<file path="config.mk">
export PLATFORM = sky130hd
export DESIGN_NAME = ucie_ctl_rx_flow_ctrl
export DESIGN_NICKNAME = d
export VERILOG_FILES = /design/src/rtl/ucie_ctl_rx_flow_ctrl.sv
export SDC_FILE = /design/constraint.sdc
export NUM_CORES = 1
export LEC_CHECK = 0
export CORE_MARGIN = 2
export CORE_UTILIZATION = 40
export DETAILED_ROUTE_END_ITERATION = 16
export DONT_BUFFER_PORTS = 1
export GPL_ROUTABILITY_DRIVEN = 0
export GPL_TIMING_DRIVEN = 0
export SLEW_MARGIN = 0
export SYNTH_ARGS = -nofsm -noshare
export SYNTH_HDL_FRONTEND = slang
export SYNTH_SLANG_ARGS = --single-unit
</file>
<file path="constraint.sdc">
create_clock -name i_clk -period 3.1 [get_ports i_clk]
set_input_delay 0.93 -clock i_clk [delete_from_list [all_inputs] [get_ports i_clk]]
set_output_delay 0.93 -clock i_clk [all_outputs]
set_load 0.02 [all_outputs]
</file>
<file path="src/rtl/ucie_ctl_rx_flow_ctrl.sv">
`default_nettype none
// ============================================================================
// Module      : ucie_ctl_rx_flow_ctrl
// Description : UCIe RX flow controller. It sequences the RX buffer FSM
//               state request, tracks buffer occupancy, returns credits to
//               the TX side in batches and runs the overflow/link-down
//               drain-and-recover sequence.
// Revision    : 1.0 - initial release
// ============================================================================
module ucie_ctl_rx_flow_ctrl #(
    parameter int DEPTH          = 16,
    parameter int CNT_W          = 5,
    parameter int CREDIT_BATCH   = 4,
    parameter int RECOVER_CYCLES = 8
) (
    input  logic             i_clk,
    input  logic             i_rst,
    input  logic             i_link_up,
    input  logic             i_flit_wr,
    input  logic             i_flit_rd,
    input  logic             i_overflow,
    input  logic             i_credit_ready,
    output logic [3:0]       o_state_request,
    output logic [CNT_W-1:0] o_occupancy,
    output logic             o_credit_valid,
    output logic [CNT_W-1:0] o_credit_count,
    output logic             o_err_overflow,
    output logic             o_err_underflow,
    output logic [3:0]       o_state
);

    localparam int DW_W = (RECOVER_CYCLES > 1) ? $clog2(RECOVER_CYCLES) : 1;

    localparam logic [CNT_W-1:0] c_DEPTH       = CNT_W'(DEPTH);
    localparam logic [CNT_W-1:0] c_BATCH       = CNT_W'(CREDIT_BATCH);
    localparam logic [CNT_W:0]   c_DEPTH_X     = (CNT_W+1)'(DEPTH);
    localparam logic [CNT_W:0]   c_BATCH_X     = (CNT_W+1)'(CREDIT_BATCH);
    localparam logic [DW_W-1:0]  c_DWELL_INIT  = DW_W'(RECOVER_CYCLES - 1);
    localparam logic [3:0]       c_REQ_ACTIVE  = 4'b0001;

    typedef enum logic [3:0] {
        ST_IDLE    = 4'b0001,
        ST_ACTIVE  = 4'b0010,
        ST_DRAIN   = 4'b0100,
        ST_RECOVER = 4'b1000
    } state_t;

    state_t           r_state;
    logic [CNT_W-1:0] r_occ;
    logic [CNT_W-1:0] r_pend;
    logic             r_valid;
    logic [CNT_W-1:0] r_ccount;
    logic             r_err_ovf;
    logic             r_err_unf;
    logic [DW_W-1:0]  r_dwell;
    logic [3:0]       r_state_req;

    state_t           w_state_nxt;
    logic [CNT_W-1:0] w_occ_nxt;
    logic [CNT_W-1:0] w_pend_nxt;
    logic             w_valid_nxt;
    logic             w_err_ovf_nxt;
    logic             w_err_unf_nxt;
    logic [DW_W-1:0]  w_dwell_nxt;
    logic             w_ovf;
    logic             w_wr_eff;
    logic             w_rd_cnt;
    logic             w_hs;
    logic [CNT_W:0]   w_pend_sum;

    // Next-state, occupancy, credit and error computation
    always_comb begin
        w_state_nxt   = r_state;
        w_occ_nxt     = r_occ;
        w_pend_nxt    = r_pend;
        w_valid_nxt   = r_valid;
        w_err_ovf_nxt = r_err_ovf;
        w_err_unf_nxt = r_err_unf;
        w_dwell_nxt   = r_dwell;
        w_ovf         = 1'b0;
        w_wr_eff      = 1'b0;
        w_rd_cnt      = 1'b0;
        w_hs          = 1'b0;
        w_pend_sum    = '0;
        case (r_state)
            ST_IDLE: begin
                w_occ_nxt   = '0;
                w_pend_nxt  = '0;
                w_valid_nxt = 1'b0;
                if (i_link_up) begin
                    w_state_nxt = ST_ACTIVE;
                    w_pend_nxt  = c_DEPTH;
                end
            end
            ST_ACTIVE: begin
                // A write into a full buffer without a draining read is an
                // overflow; the offending write is dropped, not counted.
                w_ovf    = i_overflow | (i_flit_wr & (r_occ == c_DEPTH) & ~i_flit_rd);
                w_wr_eff = i_flit_wr & ~w_ovf;
                if (w_wr_eff && !i_flit_rd) begin
                    w_occ_nxt = r_occ + 1'b1;
                end else if (i_flit_rd && !w_wr_eff) begin
                    if (r_occ == '0) begin
                        w_err_unf_nxt = 1'b1;
                    end else begin
                        w_occ_nxt = r_occ - 1'b1;
                        w_rd_cnt  = 1'b1;
                    end
                end else if (i_flit_rd && w_wr_eff) begin
                    w_rd_cnt = 1'b1;
                end
                // The offer only exists while valid is high, so pending is
                // always at least one batch when a handshake happens.
                w_hs       = r_valid & i_credit_ready;
                w_pend_sum = {1'b0, r_pend} + {{CNT_W{1'b0}}, w_rd_cnt}
                             - (w_hs ? c_BATCH_X : '0);
                w_pend_nxt = (w_pend_sum > c_DEPTH_X) ? c_DEPTH : w_pend_sum[CNT_W-1:0];
                if (w_hs) begin
                    w_valid_nxt = 1'b0;
                end else if (!r_valid && (r_pend >= c_BATCH)) begin
                    w_valid_nxt = 1'b1;
                end
                if (w_ovf) begin
                    w_err_ovf_nxt = 1'b1;
                    w_state_nxt   = ST_DRAIN;
                end else if (!i_link_up) begin
                    w_state_nxt = ST_DRAIN;
                end
                // Leaving ACTIVE aborts any outstanding offer.
                if (w_state_nxt != ST_ACTIVE) begin
                    w_valid_nxt = 1'b0;
                    w_pend_nxt  = '0;
                end
            end
            ST_DRAIN: begin
                w_valid_nxt = 1'b0;
                w_pend_nxt  = '0;
                if (i_flit_rd) begin
                    if (r_occ == '0) begin
                        w_err_unf_nxt = 1'b1;
                    end else begin
                        w_occ_nxt = r_occ - 1'b1;
                    end
                end
                if (r_occ == '0) begin
                    w_state_nxt = ST_RECOVER;
                    w_dwell_nxt = c_DWELL_INIT;
                end
            end
            ST_RECOVER: begin
                w_valid_nxt = 1'b0;
                w_pend_nxt  = '0;
                if (r_dwell == '0) begin
                    if (i_link_up) begin
                        w_state_nxt = ST_ACTIVE;
                        w_pend_nxt  = c_DEPTH;
                    end else begin
                        w_state_nxt = ST_IDLE;
                    end
                end else begin
                    w_dwell_nxt = r_dwell - 1'b1;
                end
            end
            default: begin
                w_state_nxt = ST_IDLE;
                w_occ_nxt   = '0;
                w_pend_nxt  = '0;
                w_valid_nxt = 1'b0;
            end
        endcase
        // Sticky errors are only released on the way into IDLE.
        if (w_state_nxt == ST_IDLE) begin
            w_err_ovf_nxt = 1'b0;
            w_err_unf_nxt = 1'b0;
        end
    end

    // State and output registers; reset overrides every sequence in flight
    always_ff @(posedge i_clk) begin
        if (i_rst) begin
            r_state     <= ST_IDLE;
            r_occ       <= '0;
            r_pend      <= '0;
            r_valid     <= 1'b0;
            r_ccount    <= '0;
            r_err_ovf   <= 1'b0;
            r_err_unf   <= 1'b0;
            r_dwell     <= '0;
            r_state_req <= '0;
        end else begin
            r_state     <= w_state_nxt;
            r_occ       <= w_occ_nxt;
            r_pend      <= w_pend_nxt;
            r_valid     <= w_valid_nxt;
            r_ccount    <= w_valid_nxt ? c_BATCH : '0;
            r_err_ovf   <= w_err_ovf_nxt;
            r_err_unf   <= w_err_unf_nxt;
            r_dwell     <= w_dwell_nxt;
            r_state_req <= (w_state_nxt == ST_ACTIVE) ? c_REQ_ACTIVE : 4'b0000;
        end
    end

    assign o_state_request = r_state_req;
    assign o_occupancy     = r_occ;
    assign o_credit_valid  = r_valid;
    assign o_credit_count  = r_ccount;
    assign o_err_overflow  = r_err_ovf;
    assign o_err_underflow = r_err_unf;
    assign o_state         = r_state;

endmodule
`default_nettype wire

</file>
==> impl_metrics.xml <==
<?xml version="1.0" encoding="UTF-8"?>
<metrics>
  <group name="routing">
    <metric name="drt_iter0_markers" unit="">41</metric>
    <metric name="drt_wl_total" unit="µm">3280</metric>
    <metric name="vias_per_cell" unit="">5.46</metric>
    <metric name="ant_nets" unit="">0</metric>
    <metric name="first_pass_iteration_count_of_the_detailed_router" unit="">6</metric>
    <metric name="drc" unit="">0</metric>
    <metric name="routed-via-count" unit="">1321</metric>
    <metric name="detail_route.wl_per_cell" unit="µm">13.5</metric>
  </group>
  <group name="logic_synthesis">
    <metric name="ys.flop_type" unit="">sky130_fd_sc_hd__dfxtp_1</metric>
    <metric name="sequential_share_of_the_synthesized_area" unit="%">26.7</metric>
    <metric name="synth_area_leaders" unit="">sky130_fd_sc_hd__dfxtp_1 (27%), sky130_fd_sc_hd__ha_1 (14%), sky130_fd_sc_hd__nor2_1 (5.3%)</metric>
    <metric name="synth_seq_cells" unit="">21</metric>
    <metric name="synth_enable_flop_cells" unit="">0</metric>
    <metric name="yosysTopAreaCell" unit="">sky130_fd_sc_hd__dfxtp_1</metric>
    <metric name="synth.yosys.warnings" unit="">0</metric>
    <metric name="share_of_flip_flops_with_an_asynchronous_set_or_reset_after_synthesis" unit="%">0</metric>
    <metric name="syn_inst" unit="">182</metric>
    <metric name="netlist.area_leader.share" unit="%">26.7</metric>
    <metric name="syn_area" unit="mm²">0.00157</metric>
    <metric name="synth.lib_cells_used.distinct" unit="">57</metric>
    <metric name="synth.avg_cell_area" unit="µm²">8.64</metric>
  </group>
  <group name="sta">
    <metric name="worst_clock_skew" unit="ps">2.02</metric>
    <metric name="slew_violations" unit="">0</metric>
    <metric name="tightest_slew" unit="ps">645</metric>
    <metric name="min_period" unit="ps">2960</metric>
    <metric name="clock.fmax" unit="MHz">338</metric>
    <metric name="setup-tns-final" unit="ps">0</metric>
    <metric name="fin_worst_hold_slack" unit="ps">461</metric>
    <metric name="timing.final.hold_violations" unit="">0</metric>
    <metric name="final.period_utilization" unit="%">95.5</metric>
    <metric name="timing.max_slew.rel_slack" unit="%">56.4</metric>
    <metric name="timing.final.setup_violations" unit="">0</metric>
  </group>
  <group name="global_route">
    <metric name="grtUsageMet3" unit="%">4.56</metric>
    <metric name="grt_most_used_layer" unit="">met2</metric>
    <metric name="antenna_found_initial" unit="">0</metric>
    <metric name="global_route.overflow_total" unit="">0</metric>
    <metric name="grt_use_met2" unit="%">27.3</metric>
    <metric name="grt_util_all_layers" unit="%">15.9</metric>
    <metric name="grt_pass1_vias" unit="">1251</metric>
    <metric name="grt_max_degree" unit="">12</metric>
    <metric name="global_route_wire_length_before_repair" unit="µm">5480</metric>
    <metric name="gr-usage-met1" unit="%">19.3</metric>
  </group>
  <group name="worst_setup_path">
    <metric name="critical_path.endpoint" unit="">r_pend[0]</metric>
    <metric name="cp-end-kind" unit="">flip-flop</metric>
    <metric name="worstReg2RegEnd" unit="">r_pend[0]</metric>
    <metric name="critical_path.reg2reg.startpoint" unit="">o_occupancy[0]</metric>
    <metric name="r2r.worst_path.cells" unit="">14</metric>
    <metric name="crit_type" unit="">primary input to flip-flop</metric>
    <metric name="cp_max_fo" unit="">4</metric>
    <metric name="setup.reg_to_reg.worst_slack" unit="ps">160</metric>
    <metric name="timing.critical_path.arrival" unit="ps">3110</metric>
    <metric name="worstSetupStartpoint" unit="">i_flit_wr</metric>
    <metric name="worstSetupStartpointType" unit="">primary input</metric>
    <metric name="crit_required" unit="ps">3250</metric>
  </group>
  <group name="clocking">
    <metric name="root_buffer" unit="">sky130_fd_sc_hd__clkbuf_8</metric>
    <metric name="number_of_buffers_added_by_the_clock_tree_synthesis_step" unit="">3</metric>
    <metric name="postCtsHoldBufs" unit="">0</metric>
    <metric name="cts_tree" unit="">yes</metric>
    <metric name="worst_setup_hold_path_clk_slew" unit="ps">70</metric>
    <metric name="clock_tree.buffer_depth" unit="">2</metric>
    <metric name="clkSinkCount" unit="">21</metric>
    <metric name="cts_htree_levels" unit="">1</metric>
    <metric name="worst_skew_pair_later_pin_latency" unit="ps">260</metric>
  </group>
  <group name="die">
    <metric name="design.die.area" unit="mm²">0.00445</metric>
    <metric name="die_width" unit="µm">66.7</metric>
    <metric name="floorplan.rows" unit="">22</metric>
    <metric name="die_height" unit="µm">66.7</metric>
    <metric name="boundaryPins" unit="">28</metric>
    <metric name="design.core.area" unit="mm²">0.00372</metric>
    <metric name="floorplan.initialDensity" unit="%">42.3</metric>
  </group>
  <group name="min_path">
    <metric name="timing.hold.worst_path_depth" unit="">1</metric>
    <metric name="worst_hold_path_type" unit="">flip-flop to flip-flop</metric>
  </group>
  <group name="placed_design">
    <metric name="dp.final_hpwl" unit="µm">2520</metric>
    <metric name="placement.io_buffers" unit="">0</metric>
  </group>
  <group name="pwr">
    <metric name="worst_ir_drop_vdd" unit="mV">0.183</metric>
    <metric name="design_power_total" unit="W">0.000545</metric>
    <metric name="power.density" unit="mW/mm²">304</metric>
    <metric name="leakage" unit="nW">0.724</metric>
  </group>
  <group name="finish">
    <metric name="post-route-util" unit="%">48.3</metric>
    <metric name="layout-drive-gt1-share" unit="%">22.7</metric>
    <metric name="flow.area_growth_from_synthesis" unit="%">14.1</metric>
    <metric name="final_nets" unit="">219</metric>
    <metric name="antennaDiodeCount" unit="">0</metric>
  </group>
  <group name="status">
    <metric name="outcome" unit="">finished, final reports clean</metric>
  </group>
  <group name="job">
    <metric name="timing.max_cap.violations" unit="">0</metric>
  </group>
</metrics>
## how the worst min path moves through the flow
| stage | slack, ps | startpoint | endpoint |
|---|---|---|---|
| 2_1_floorplan | 430 | r_dwell[0] | r_dwell[0] |
| 4_1_cts | 460 | r_dwell[0] | r_dwell[0] |
| 3_5_place_dp | 450 | r_dwell[0] | r_dwell[0] |
| 3_3_place_gp | 450 | r_dwell[0] | r_dwell[0] |
| 6_report | 460 | r_dwell[0] | r_dwell[0] |
| 5_1_grt | 500 | r_dwell[0] | r_dwell[0] |
## power by group
part / switching [W] / internal [W] / leakage (nW) / total [W]
sequential: 0.0000121 / 0.000274 / 0.172 / 0.000286
combinational: 0.0000475 / 0.0000361 / 0.530 / 0.0000836
clock: 0.0000837 / 0.0000914 / 0.0228 / 0.000175
## registers in the layout (all words and copies together) (netlist names)
signal and cells:
o_credit_count 1, o_err_underflow 1, o_state 4, o_state_request 1, r_dwell 3, o_err_overflow 1
r_pend 5, o_occupancy 5
## cell usage in the layout, fill, tap and decap left out, drive strengths merged, types with 6 or more instances in the layout
cell type	netlist	layout
a21oi	9	9
buf	12	14
clkbuf	2	6
conb	1	7
dfxtp	21	21
ha	17	17
inv	13	13
nand2	12	12
nor2	22	22
o21ai	9	9
## critical path, stage by stage
cell and delay, ps:
sky130_fd_sc_hd__and4b_1 210, sky130_fd_sc_hd__a21oi_4 160, sky130_fd_sc_hd__nand2_4 90, sky130_fd_sc_hd__ha_4 170, sky130_fd_sc_hd__nand3_1 70, sky130_fd_sc_hd__o21ai_2 70
sky130_fd_sc_hd__ha_1 180, sky130_fd_sc_hd__a211o_1 310, sky130_fd_sc_hd__and4_1 210, sky130_fd_sc_hd__a2111o_1 450, sky130_fd_sc_hd__o21bai_4 200, sky130_fd_sc_hd__nor2_1 60
## what timing repair did
action	4_1_cts	5_1_grt
resized for setup	6	8
hold endpoints to repair	0	0
pin swaps	1	3
setup endpoints to repair	5	5
gates cloned	0	0
setup buffers	1	1
## cells in the mapped netlist, drive strengths merged (2+ instances only)
library cell,count
xnor2,2
nand3,5
o21ai,9
nand2b,2
xor2,2
and4b,2
a31oi,2
o21bai,2
nor2,22
clkbuf,2
o32a,2
and3,4
nor2b,3
nor4b,4
o211ai,2
nand2,12
ha,17
a21oi,9
nor3b,3
a211oi,4
dfxtp,21
buf,12
inv,13
## layer usage
metal | vias to the layer above | routed length (µm)
met5 | - | 0
met4 | 0 | 18
met3 | 2 | 170
met2 | 32 | 1670
met1 | 624 | 1420
li1 | 663 | -
## cell type report
type / instances / area (µm²)
clock buffer: 4 / 45.0
tap: 48 / 60.1
fill: 371 / 1920
buffer: 14 / 116
timing repair buffer: 2 / 15.0
inverter: 14 / 52.6
sequential: 21 / 428
multi-input combinational: 139 / 1080
## kinds of logic after synthesis
| logic type | share of synthesized area, % |
|---|---|
| AO/OA/AOI/OAI | 20.1 |
| XOR/XNOR | 2.23 |
| adder cells (fa/ha/maj) | 13.5 |
| buffers and inverters | 10.7 |
| flip-flops | 26.7 |
| multiplexers | 1.35 |
| other | 0.238 |
| AND/OR/NAND/NOR | 25.1 |
## metrics by stage
stage,cells,area (µm²),setup WS (ps)
after detailed placement,236,1680,-326
after CTS,241,1750,29.5
after floorplan,188,1620,4.31
final,242,1790,139
after global routing,242,1790,-2.99
after global placement,236,1680,-264
Note: power is estimated with default switching activity, not from simulation.
